**config.mk**
```make
export PLATFORM = sky130hd
export DESIGN_NAME = mbist_march_ctrl
export DESIGN_NICKNAME = d
export VERILOG_FILES = /design/src/rtl/mbist_pkg.sv /design/src/rtl/mbist_cmp.sv /design/src/rtl/mbist_march_ctrl.sv
export SDC_FILE = /design/constraint.sdc
export NUM_CORES = 1
export LEC_CHECK = 0
export ABC_CLOCK_PERIOD_IN_PS = 4700
export CAP_MARGIN = 20
export CELL_PAD_IN_SITES_DETAIL_PLACEMENT = 0
export CELL_PAD_IN_SITES_GLOBAL_PLACEMENT = 1
export CORE_AREA = 2 2 93 95
export DETAILED_ROUTE_END_ITERATION = 10
export DIE_AREA = 0 0 95 97
export GPL_TIMING_DRIVEN = 0
export PLACE_DENSITY_LB_ADDON = 0.1
export SYNTH_ARGS = -nofsm -noshare
export SYNTH_HDL_FRONTEND = slang
export SYNTH_SLANG_ARGS = --single-unit
```
**constraint.sdc**
```tcl
create_clock -name clk -period 4.7 [get_ports clk]
set_input_delay 0.94 -clock clk [delete_from_list [all_inputs] [get_ports clk]]
set_output_delay 0.94 -clock clk [all_outputs]
set_load 0.005 [all_outputs]
```
**src/rtl/mbist_pkg.sv**
```systemverilog
// Shared types and the March C- element table for the MBIST controller.
package mbist_pkg;

    // Controller FSM states
    typedef enum logic [1:0] {
        ST_IDLE  = 2'd0,
        ST_RUN   = 2'd1,
        ST_DRAIN = 2'd2,
        ST_DONE  = 2'd3
    } state_t;

    localparam int unsigned NUM_ELEM = 6;
    localparam int unsigned ELEM_W   = 3;

    // One march element: address direction, which ops it has and their polarities.
    // Elements with both ops always apply the read first, then the write.
    typedef struct packed {
        logic down;
        logic has_rd;
        logic has_wr;
        logic rd_pol;
        logic wr_pol;
    } elem_t;

    // March C-: up(w0) up(r0,w1) up(r1,w0) down(r0,w1) down(r1,w0) up(r0)
    function automatic elem_t elem_info(input logic [ELEM_W-1:0] idx);
        elem_t e;
        e = '0;
        case (idx)
            3'd0: e = '{down: 1'b0, has_rd: 1'b0, has_wr: 1'b1, rd_pol: 1'b0, wr_pol: 1'b0};
            3'd1: e = '{down: 1'b0, has_rd: 1'b1, has_wr: 1'b1, rd_pol: 1'b0, wr_pol: 1'b1};
            3'd2: e = '{down: 1'b0, has_rd: 1'b1, has_wr: 1'b1, rd_pol: 1'b1, wr_pol: 1'b0};
            3'd3: e = '{down: 1'b1, has_rd: 1'b1, has_wr: 1'b1, rd_pol: 1'b0, wr_pol: 1'b1};
            3'd4: e = '{down: 1'b1, has_rd: 1'b1, has_wr: 1'b1, rd_pol: 1'b1, wr_pol: 1'b0};
            3'd5: e = '{down: 1'b0, has_rd: 1'b1, has_wr: 1'b0, rd_pol: 1'b0, wr_pol: 1'b0};
            default: e = '0;
        endcase
        return e;
    endfunction

    // Number of ops (1 or 2) an element applies per address
    function automatic logic [1:0] elem_ops(input elem_t e);
        return 2'(e.has_rd) + 2'(e.has_wr);
    endfunction

    // Direction of an element, used to pick the next element's start address
    function automatic logic elem_down(input logic [ELEM_W-1:0] idx);
        elem_t e;
        e = elem_info(idx);
        return e.down;
    endfunction

endpackage

```
**src/rtl/mbist_cmp.sv**
```systemverilog
// Read-data checker: delays expected data/address to the SRAM data-out timing,
// compares, and keeps the sticky fail flag, first-failure record and error count.
module mbist_cmp #(
    parameter int unsigned AW      = 8,
    parameter int unsigned WLENGTH = 4,
    parameter int unsigned RD_LAT  = 2,
    parameter int unsigned ECNT_W  = 8
) (
    input  logic               clk,
    input  logic               rst,
    input  logic               clr,
    input  logic               push_vld,
    input  logic [WLENGTH-1:0] push_exp,
    input  logic [AW-1:0]      push_addr,
    input  logic [WLENGTH-1:0] mem_dout,
    output logic               fail,
    output logic [AW-1:0]      fail_addr,
    output logic [WLENGTH-1:0] fail_exp,
    output logic [WLENGTH-1:0] fail_act,
    output logic [ECNT_W-1:0]  err_count
);

    localparam int unsigned DEPTH = RD_LAT + 1;

    logic [DEPTH-1:0]   vld;
    logic [WLENGTH-1:0] exp_q  [DEPTH];
    logic [AW-1:0]      addr_q [DEPTH];
    logic               miscmp_c;

    // Last stage lines up with the cycle the SRAM presents the read data
    assign miscmp_c = vld[DEPTH-1] && (mem_dout != exp_q[DEPTH-1]);

    // Expected-data delay line; a new run flushes anything still in flight
    always_ff @(posedge clk or posedge rst) begin
        if (rst) begin
            vld <= '0;
            for (int unsigned i = 0; i < DEPTH; i++) begin
                exp_q[i]  <= '0;
                addr_q[i] <= '0;
            end
        end else begin
            vld[0]    <= push_vld;
            exp_q[0]  <= push_exp;
            addr_q[0] <= push_addr;
            for (int unsigned i = 1; i < DEPTH; i++) begin
                vld[i]    <= clr ? 1'b0 : vld[i-1];
                exp_q[i]  <= exp_q[i-1];
                addr_q[i] <= addr_q[i-1];
            end
        end
    end

    // Sticky fail, first-failure capture and saturating error count
    always_ff @(posedge clk or posedge rst) begin
        if (rst) begin
            fail      <= 1'b0;
            fail_addr <= '0;
            fail_exp  <= '0;
            fail_act  <= '0;
            err_count <= '0;
        end else if (clr) begin
            fail      <= 1'b0;
            fail_addr <= '0;
            fail_exp  <= '0;
            fail_act  <= '0;
            err_count <= '0;
        end else if (miscmp_c) begin
            fail <= 1'b1;
            if (err_count != '1) begin
                err_count <= err_count + ECNT_W'(1);
            end
            if (!fail) begin
                fail_addr <= addr_q[DEPTH-1];
                fail_exp  <= exp_q[DEPTH-1];
                fail_act  <= mem_dout;
            end
        end
    end

endmodule

```
**src/rtl/mbist_march_ctrl.sv**
```systemverilog
// March C- MBIST controller: sequences the march elements, drives the SRAM
// pins from registers and hands read expectations to the checker.
module mbist_march_ctrl
    import mbist_pkg::*;
#(
    parameter int unsigned WCOUNT  = 256,
    parameter int unsigned WLENGTH = 4,
    parameter int unsigned RD_LAT  = 2,
    parameter int unsigned ECNT_W  = 8
) (
    input  logic                       clk,
    input  logic                       rst,
    input  logic                       start,
    output logic [$clog2(WCOUNT)-1:0]  mem_addr,
    output logic                       mem_we,
    output logic [WLENGTH-1:0]         mem_din,
    input  logic [WLENGTH-1:0]         mem_dout,
    output logic                       busy,
    output logic                       done,
    output logic                       fail,
    output logic [$clog2(WCOUNT)-1:0]  fail_addr,
    output logic [WLENGTH-1:0]         fail_exp,
    output logic [WLENGTH-1:0]         fail_act,
    output logic [ECNT_W-1:0]          err_count
);

    localparam int unsigned AW  = $clog2(WCOUNT);
    localparam int unsigned DCW = (RD_LAT > 1) ? $clog2(RD_LAT) : 1;
    localparam logic [AW-1:0] ADDR_MAX = AW'(WCOUNT - 1);

    state_t              state;
    logic [ELEM_W-1:0]   elem;
    logic                op_idx;
    logic [AW-1:0]       addr;
    logic [DCW-1:0]      drain_cnt;

    elem_t               cur_c;
    logic                two_op_c;
    logic                is_rd_c;
    logic                last_op_c;
    logic                addr_end_c;
    logic [AW-1:0]       nxt_start_c;
    logic                accept_c;
    logic                issue_c;
    logic                push_vld_c;
    logic [WLENGTH-1:0]  push_exp_c;

    // Decode the op the counters currently point at
    always_comb begin
        cur_c       = elem_info(elem);
        two_op_c    = (elem_ops(cur_c) == 2'd2);
        is_rd_c     = cur_c.has_rd & ~(two_op_c & op_idx);
        last_op_c   = ~two_op_c | op_idx;
        addr_end_c  = cur_c.down ? (addr == '0) : (addr == ADDR_MAX);
        nxt_start_c = elem_down(elem + ELEM_W'(1)) ? ADDR_MAX : '0;
        accept_c    = ((state == ST_IDLE) || (state == ST_DONE)) && start;
        issue_c     = accept_c || ((state == ST_RUN) && (elem < ELEM_W'(NUM_ELEM)));
        push_vld_c  = issue_c & is_rd_c;
        push_exp_c  = {WLENGTH{cur_c.rd_pol}};
    end

    // FSM, op/address sequencing and registered SRAM drive
    always_ff @(posedge clk or posedge rst) begin
        if (rst) begin
            state     <= ST_IDLE;
            elem      <= '0;
            op_idx    <= 1'b0;
            addr      <= '0;
            drain_cnt <= '0;
            mem_addr  <= '0;
            mem_we    <= 1'b0;
            mem_din   <= '0;
            busy      <= 1'b0;
            done      <= 1'b0;
        end else begin
            mem_we  <= 1'b0;
            mem_din <= '0;

            if (issue_c) begin
                mem_addr <= addr;
                mem_we   <= ~is_rd_c;
                mem_din  <= is_rd_c ? '0 : {WLENGTH{cur_c.wr_pol}};
                if (!last_op_c) begin
                    op_idx <= 1'b1;
                end else begin
                    op_idx <= 1'b0;
                    if (addr_end_c) begin
                        elem <= elem + ELEM_W'(1);
                        addr <= nxt_start_c;
                    end else begin
                        addr <= cur_c.down ? (addr - AW'(1)) : (addr + AW'(1));
                    end
                end
            end

            case (state)
                ST_IDLE, ST_DONE: begin
                    if (start) begin
                        state <= ST_RUN;
                        busy  <= 1'b1;
                        done  <= 1'b0;
                    end
                end
                ST_RUN: begin
                    // All elements issued: park counters on the first op for the next run
                    if (elem >= ELEM_W'(NUM_ELEM)) begin
                        state     <= ST_DRAIN;
                        elem      <= '0;
                        op_idx    <= 1'b0;
                        addr      <= '0;
                        drain_cnt <= '0;
                    end
                end
                ST_DRAIN: begin
                    if (drain_cnt == DCW'(RD_LAT - 1)) begin
                        state <= ST_DONE;
                        busy  <= 1'b0;
                        done  <= 1'b1;
                    end else begin
                        drain_cnt <= drain_cnt + DCW'(1);
                    end
                end
                default: state <= ST_IDLE;
            endcase
        end
    end

    mbist_cmp #(
        .AW      (AW),
        .WLENGTH (WLENGTH),
        .RD_LAT  (RD_LAT),
        .ECNT_W  (ECNT_W)
    ) u_cmp (
        .clk       (clk),
        .rst       (rst),
        .clr       (accept_c),
        .push_vld  (push_vld_c),
        .push_exp  (push_exp_c),
        .push_addr (addr),
        .mem_dout  (mem_dout),
        .fail      (fail),
        .fail_addr (fail_addr),
        .fail_exp  (fail_exp),
        .fail_act  (fail_act),
        .err_count (err_count)
    );

endmodule
```
==> results of run 1 <==
[metal layers]
layer / part of all wire, % / up-vias / routed length (um)
met1: 50 / 1207 / 3460
met2: 45 / 43 / 3110
li1: - / 1237 / -
met3: 3.4 / 9 / 232
met5: 0 / - / 0
met4: 1.2 / 0 / 83
[per-stage QoR]
step | power (W) | util, % | cells
6_report | 0.00273 | 54.1 | 471
4_1_cts | 0.00275 | 54.1 | 471
5_1_grt | 0.00292 | 54.1 | 471
3_5_place_dp | 0.00216 | 51.3 | 455
2_1_floorplan | 0.00177 | - | 303
3_3_place_gp | 0.00214 | 50.9 | 454
[final cells by class]
| cell class | count | area [sq um] | share of cell area (%) |
|---|---|---|---|
| Inverter | 14 | 55.1 | 1.25 |
| Tap cell | 105 | 131 | 2.98 |
| Clock inverter | 7 | 109 | 2.47 |
| Sequential cell | 79 | 1980 | 44.9 |
| Clock buffer | 9 | 124 | 2.81 |
| Timing Repair Buffer | 47 | 488 | 11.1 |
| Buffer | 15 | 95.1 | 2.16 |
| Multi-Input combinational cell | 195 | 1420 | 32.3 |
[report_power, final]
part           total, W  switching (W)  internal, W
Combinational   0.00107       0.000523     0.000546
Sequential      0.00107       0.000151     0.000920
Clock          0.000586       0.000274     0.000311
[kinds of logic (layout without fill, tap and decap cells)]
kind of cell | Yosys count | count (layout) | synth area share, %
AOI/OAI and AO/OA | 87 | 87 | 17.0
xor gates and xnor gates | 3 | 3 | 0.741
adders and majority gates | 18 | 18 | 6.56
buffers and inverters | 29 | 92 | 4.16
DFF | 79 | 79 | 55.7
muxes | 15 | 15 | 4.58
and+or+nand+nor | 72 | 72 | 11.2
[state kept, by name, indices dropped and copies added, names as in the netlist]
register and count:
state 2, u_cmp.fail 1, drain_cnt 1, busy 1, u_cmp.fail_addr 8, u_cmp.fail_act 4, op_idx 1, u_cmp.exp_q 3
u_cmp.err_count 8, u_cmp.fail_exp 1, u_cmp.vld 3, mem_we 1, u_cmp.addr_q 24, done 1, mem_din 1, elem 3
mem_addr 8, addr 8
[Yosys cell counts, drive strengths merged (3+ instances only)]
| library cell | instances | share of area (%) |
|---|---|---|
| dfrtp | 79 | 56 |
| o21ai | 19 | 2.8 |
| a21oi | 18 | 2.5 |
| ha | 17 | 6.0 |
| inv | 14 | 1.5 |
| a22o | 13 | 3.2 |
| nand2 | 13 | 1.4 |
| buf | 11 | 2.3 |
| mux2 | 10 | 3.2 |
| nand3 | 10 | 1.4 |
| nor2 | 10 | 1.1 |
| o211ai | 8 | 1.7 |
| nor4 | 7 | 1.4 |
| and2 | 6 | 1.1 |
| a21o | 5 | 1.1 |
| mux2i | 5 | 1.4 |
| nor3 | 5 | 0.71 |
| and4 | 4 | 0.99 |
| clkbuf | 4 | 0.42 |
| or3 | 4 | 0.71 |
| a31oi | 3 | 0.53 |
| o31ai | 3 | 0.63 |
| or4 | 3 | 0.63 |
[worst min path at each step]
stage	from	end	cells after the start
2_1_floorplan	u_cmp.addr_q[8]	u_cmp.addr_q[0]	0
3_3_place_gp	u_cmp.addr_q[23]	u_cmp.addr_q[15]	0
3_5_place_dp	u_cmp.addr_q[8]	u_cmp.addr_q[0]	0
4_1_cts	u_cmp.exp_q[8]	u_cmp.exp_q[4]	0
5_1_grt	u_cmp.addr_q[21]	u_cmp.addr_q[13]	0
6_report	u_cmp.exp_q[4]	u_cmp.exp_q[0]	0
==> results by group, run 1 <==
Timing
  • Max Freq: 269 MHz
  • Final critical-path required period: 3.71 ns
  • Worst-margin pin slew: 0.550 ns
  • Sum Neg Setup Slack: 0 ns
  • Hold slack: 0.351 ns
  • Final worst slack: 0.987 ns
  • Rel. slew slack: 63.3%
  • Fin crit share: 79.0%
  • Final setup vio count: 0
  • Unrepaired setup endpoints after global routing: no
  • Fin. Hold Viols: 0
  • Pins Over Slew Limit: 0
  • Worst Skew: 0.0132 ns

Yosys
  • Post-synth ARST share: 100%
  • Synth Register Bits: 79
  • Top_reg_cell synth: dfrtp_1
  • Synth Warn #: 0
  • Register area share after synthesis: 55.7%
  • Syn Nets: 328
  • Syn_area_per_cell: 11.7 sq um
  • Post-Syn Area: 3550 sq um
  • Syn Inst Count: 303
  • Post-synth EDFFs: 0
  • Yosys cell types: 56

Final layout
  • Most common cell after layout, fill and taps aside: dfrtp_1
  • FILL cells: 735
  • Most frequent cells in the layout: dfrtp_1, clkdlybuf4s50_1, a21oi_1, o21ai_0, ha_1
  • Antenna cells: 0
  • Final instance area: 4400 sq um
  • Layout cells sized above 1: 11.7%
  • Area Growth Syn to Fin: 24.1%
  • Nets: 386

Critical path
  • Critical path's top delay family: simple AND/OR/NAND/NOR gates
  • R2R cell count: 12
  • Buf/Inv on CP: 2
  • CP max FO: 10
  • Worst path depth: 12
  • Worst R2R Start: elem[1]
  • CP endpoint kind: register
  • Critical-path cell list: ha_1 -> ha_1 -> nor4_2 -> or2_1 -> buf_6 -> inv_2 -> ha_1 -> and2_1 -> a221oi_1 -> a211oi_1 -> or4_1 -> nand3_1
  • Worst R2R Setup Slack: 0.99 ns
  • Crit path from: elem[1]
  • Critical Path Sink: addr[7]
  • Critical path type: reg -> reg
  • Max stage delay on crit path: 0.55 ns
  • Crit path DAT: 3.99 ns
  • Critical path startpoint category: register
  • Worst path required time: 4.98 ns
  • CP max stage cell: or4_1
  • Reg-to-reg endpoint: addr[7]
  • Most Frequent Cell on Critical Path: ha_1

Clock tree
  • Worst-path clk slew: 0.09 ns
  • Clk buf depth: 2
  • Worst skew pair latency: 0.35 ns
  • Post-cts sizing count: 0
  • TritonCTS clock tree: yes
  • Clock sink count: 79
  • CTS Hold Buffers Added: 0
  • H-tree Lvls: 3
  • Total setup buffers inserted after CTS: 0
  • Root Driver: clkbuf_8
  • CTS Buf Count: 9

Route
  • Final wirelength: 6890 um
  • Routed vias/inst: 5.30
  • Total vias in the final route: 2496
  • Routed Antenna Nets: 0
  • DR pass1 iterations: 4
  • Post-route DRC: 0
  • 1st-iter DRT viols: 83
  • Post-DR wirelength/cell: 14.6 um

Flow run
  • Maxcap violations: 0

Placement
  • Worst slack at placement: 1.04 ns
  • DP HPWL: 4840 um
  • GPL Wtd Cong: 0.802
  • DP Area: 4170 sq um
  • Port bufs: 46

Min path
  • HP Class: reg -> reg

GRT
  • Met2 usage: 22.6%
  • Pin count of the biggest net entering global routing: 74
  • Global-route wire length before repair: 11300 um
  • Vias in the first global route: 2333
  • Met1 GRT Util: 22.8%
  • GRT Overall Usage: 15.6%
  • Met3 Use GR: 3.58%
  • Gr busiest metal: met1
  • Total gr overflow: 0
  • Initial antenna violation count: 0

Power
  • Worst VDD drop: 0.286 mV
  • Pleak: 1.93 nW
  • Pwr Density: 619 nW/um^2

Die
  • # IOs: 47
  • Height of the die: 97 um
  • Row count: 33
  • Die Footprint: 9220 sq um
  • Core box area: 8130 sq um
  • Die width: 95 um
  • Starting Density: 43.6%

Outcome
  • Status: complete, no violations
Note: power is estimated with default switching activity, not from simulation.
==> inputs of run 2 (changes only) <==
--- a/config.mk
+++ b/config.mk
@@ -5,7 +5,7 @@
 export SDC_FILE = /design/constraint.sdc
 export NUM_CORES = 1
 export LEC_CHECK = 0
-export ABC_CLOCK_PERIOD_IN_PS = 4700
+export ABC_CLOCK_PERIOD_IN_PS = 3600
 export CAP_MARGIN = 20
 export CELL_PAD_IN_SITES_DETAIL_PLACEMENT = 0
 export CELL_PAD_IN_SITES_GLOBAL_PLACEMENT = 1
==> constraint.sdc (replaced) <==
create_clock -name clk -period 3.6 [get_ports clk]
set_input_delay 0.72 -clock clk [delete_from_list [all_inputs] [get_ports clk]]
set_output_delay 0.72 -clock clk [all_outputs]
set_load 0.005 [all_outputs]
==> results by group, run 2 (synthesized netlist as in run 1, its figures left out) <==
Outcome
  • Status: complete, no violations

Placement
  • DP Area: 4170 sq um
  • Port bufs: 46
  • GPL Wtd Cong: 0.802
  • Placed insts: 455
  • DP HPWL: 4840 um

Critical path
  • Crit path from: elem[0]
  • Worst R2R Start: elem[0]
  • Worst path required time: 3.88 ns
  • Critical path type: reg -> reg
  • Critical path's top delay family: simple AND/OR/NAND/NOR gates
  • Worst R2R Setup Slack: 0.26 ns
  • CP endpoint kind: register
  • CP max FO: 9
  • R2R cell count: 12
  • Critical Path Sink: addr[7]
  • Critical-path cell list: inv_1 -> ha_1 -> mux2i_1 -> or2_1 -> buf_6 -> inv_2 -> ha_1 -> and2_1 -> a221oi_4 -> a211oi_1 -> or4_1 -> nand3_1
  • Reg-to-reg endpoint: addr[7]
  • Buf/Inv on CP: 3
  • Critical path startpoint category: register
  • Crit path DAT: 3.62 ns
  • Worst path depth: 12
  • Most Frequent Cell on Critical Path: ha_1
  • Max stage delay on crit path: 0.53 ns
  • CP max stage cell: or4_1

Timing
  • Fin. Hold Viols: 0
  • Unrepaired setup endpoints after global routing: no
  • Rel. slew slack: 63.2%
  • Final critical-path required period: 3.34 ns
  • Worst Skew: 0.0133 ns
  • Max Freq: 299 MHz
  • Pins Over Slew Limit: 0
  • Fin crit share: 92.8%
  • Worst-margin pin slew: 0.550 ns
  • Final setup vio count: 0

GRT
  • Global-route wire length before repair: 11300 um
  • Total gr overflow: 0
  • GRT Overall Usage: 15.6%
  • Initial antenna violation count: 0
  • Vias in the first global route: 2348
  • Pin count of the biggest net entering global routing: 74

Die
  • # IOs: 47
  • Height of the die: 97 um
  • Core box area: 8130 sq um
  • Die width: 95 um
  • Die Footprint: 9220 sq um
  • Starting Density: 43.6%
  • Row count: 33

Final layout
  • Most common cell after layout, fill and taps aside: dfrtp_1
  • Nets: 386
  • Area Growth Syn to Fin: 24.9%
  • FILL cells: 732
  • Most frequent cells in the layout: dfrtp_1, clkdlybuf4s50_1, a21oi_1, o21ai_0, ha_1
  • Layout cells sized above 1: 12.6%
  • Final Util: 54.5%
  • Antenna cells: 0
  • Area of the multi-input gates: 1450 sq um
  • Register area: 1980 sq um
  • Non-filler instance count after layout: 471
  • Final instance area: 4430 sq um
  • Max reg flops: 24
  • Largest reg by FF count: u_cmp.addr_q

Route
  • Final wirelength: 6930 um
  • Met3 WL: 268 um
  • Met1 Wirelength: 3430 um
  • Total vias in the final route: 2504
  • Post-route DRC: 0
  • DR pass1 iterations: 4
  • DR WL met2: 3160 um
  • Routed Antenna Nets: 0
  • Routed vias/inst: 5.32
  • 1st-iter DRT viols: 76
  • Top sig layer: met4
  • Post-DR wirelength/cell: 14.7 um

Power
  • Total power: 0.00359 W
  • Pwr Density: 811 nW/um^2
  • Pleak: 1.93 nW
  • Worst VDD drop: 0.405 mV

Clock tree
  • Clk buf depth: 2
  • TritonCTS clock tree: yes
  • Total setup buffers inserted after CTS: 0
  • Worst-path clk slew: 0.09 ns
  • Clock sink count: 79
  • Worst skew pair latency: 0.35 ns
  • CTS Buf Count: 9
  • Root Driver: clkbuf_8
  • CTS Hold Buffers Added: 0
  • H-tree Lvls: 3

Flow run
  • Maxcap violations: 0

Min path
  • HP Class: reg -> reg
[run 2: cell counts in the layout (fill, tap and decap cells not counted)]
No cell type changed its count.
[run 2: per-layer routing]
metal,global-route usage (%),vias up
met5,0,-
met1,22.8,1211
li1,-,1237
met3,3.58,7
met2,22.9,49
met4,5.57,0
[run 2: per-stage QoR]
stage	hold slack [ns]	TNS (ns)	setup WS, ns
6_report	0.351	0	0.259
5_1_grt	0.353	0	0.0526
4_1_cts	0.353	0	0.0584
3_5_place_dp	0.335	-0.0615	-0.0615
3_3_place_gp	0.332	-31.13	-0.397
2_1_floorplan	0.331	0	0.322
[run 2: how the worst min path moves through the flow]
stage | start | end | slack (ns) | cells past startpoint
6_report | u_cmp.exp_q[4] | u_cmp.exp_q[0] | 0.35 | 0
5_1_grt | u_cmp.addr_q[21] | u_cmp.addr_q[13] | 0.35 | 0
4_1_cts | u_cmp.exp_q[8] | u_cmp.exp_q[4] | 0.35 | 0
3_5_place_dp | u_cmp.addr_q[8] | u_cmp.addr_q[0] | 0.33 | 0
3_3_place_gp | u_cmp.addr_q[23] | u_cmp.addr_q[15] | 0.33 | 0
2_1_floorplan | u_cmp.addr_q[8] | u_cmp.addr_q[0] | 0.33 | 0
[run 2: what timing repair did]
| action | in CTS | in global routing |
|---|---|---|
| endpoints found under the hold margin | 0 | 0 |
| pin swaps | 0 | 1 |
| gates resized for setup | 1 | 4 |
| setup endpoints to repair | 1 | 2 |
[run 2: worst register-to-register path, stage by stage (launching register included)]
cell and delay [ns]:
dfrtp_2 0.46, inv_1 0.16, ha_1 0.31, mux2i_1 0.18, or2_1 0.25, buf_6 0.14, inv_2 0.15, ha_1 0.33
and2_1 0.23, a221oi_4 0.31, a211oi_1 0.15, or4_1 0.53, nand3_1 0.08
[run 2: layout make-up]
class,count,area share (%)
inverter,14,1.24
multi-input combinational,195,32.7
sequential,79,44.7
clock buffer,9,2.80
timing repair buffer,47,11.0
buffer,15,2.15
tap,105,2.96
clock inverter,7,2.46
[run 2: power breakdown]
part,switching [W],total [W],internal [W]
logic,0.000704,0.00143,0.000727
registers,0.000197,0.00140,0.00120
clock network,0.000357,0.000763,0.000406
total,0.00126,0.00359,0.00234
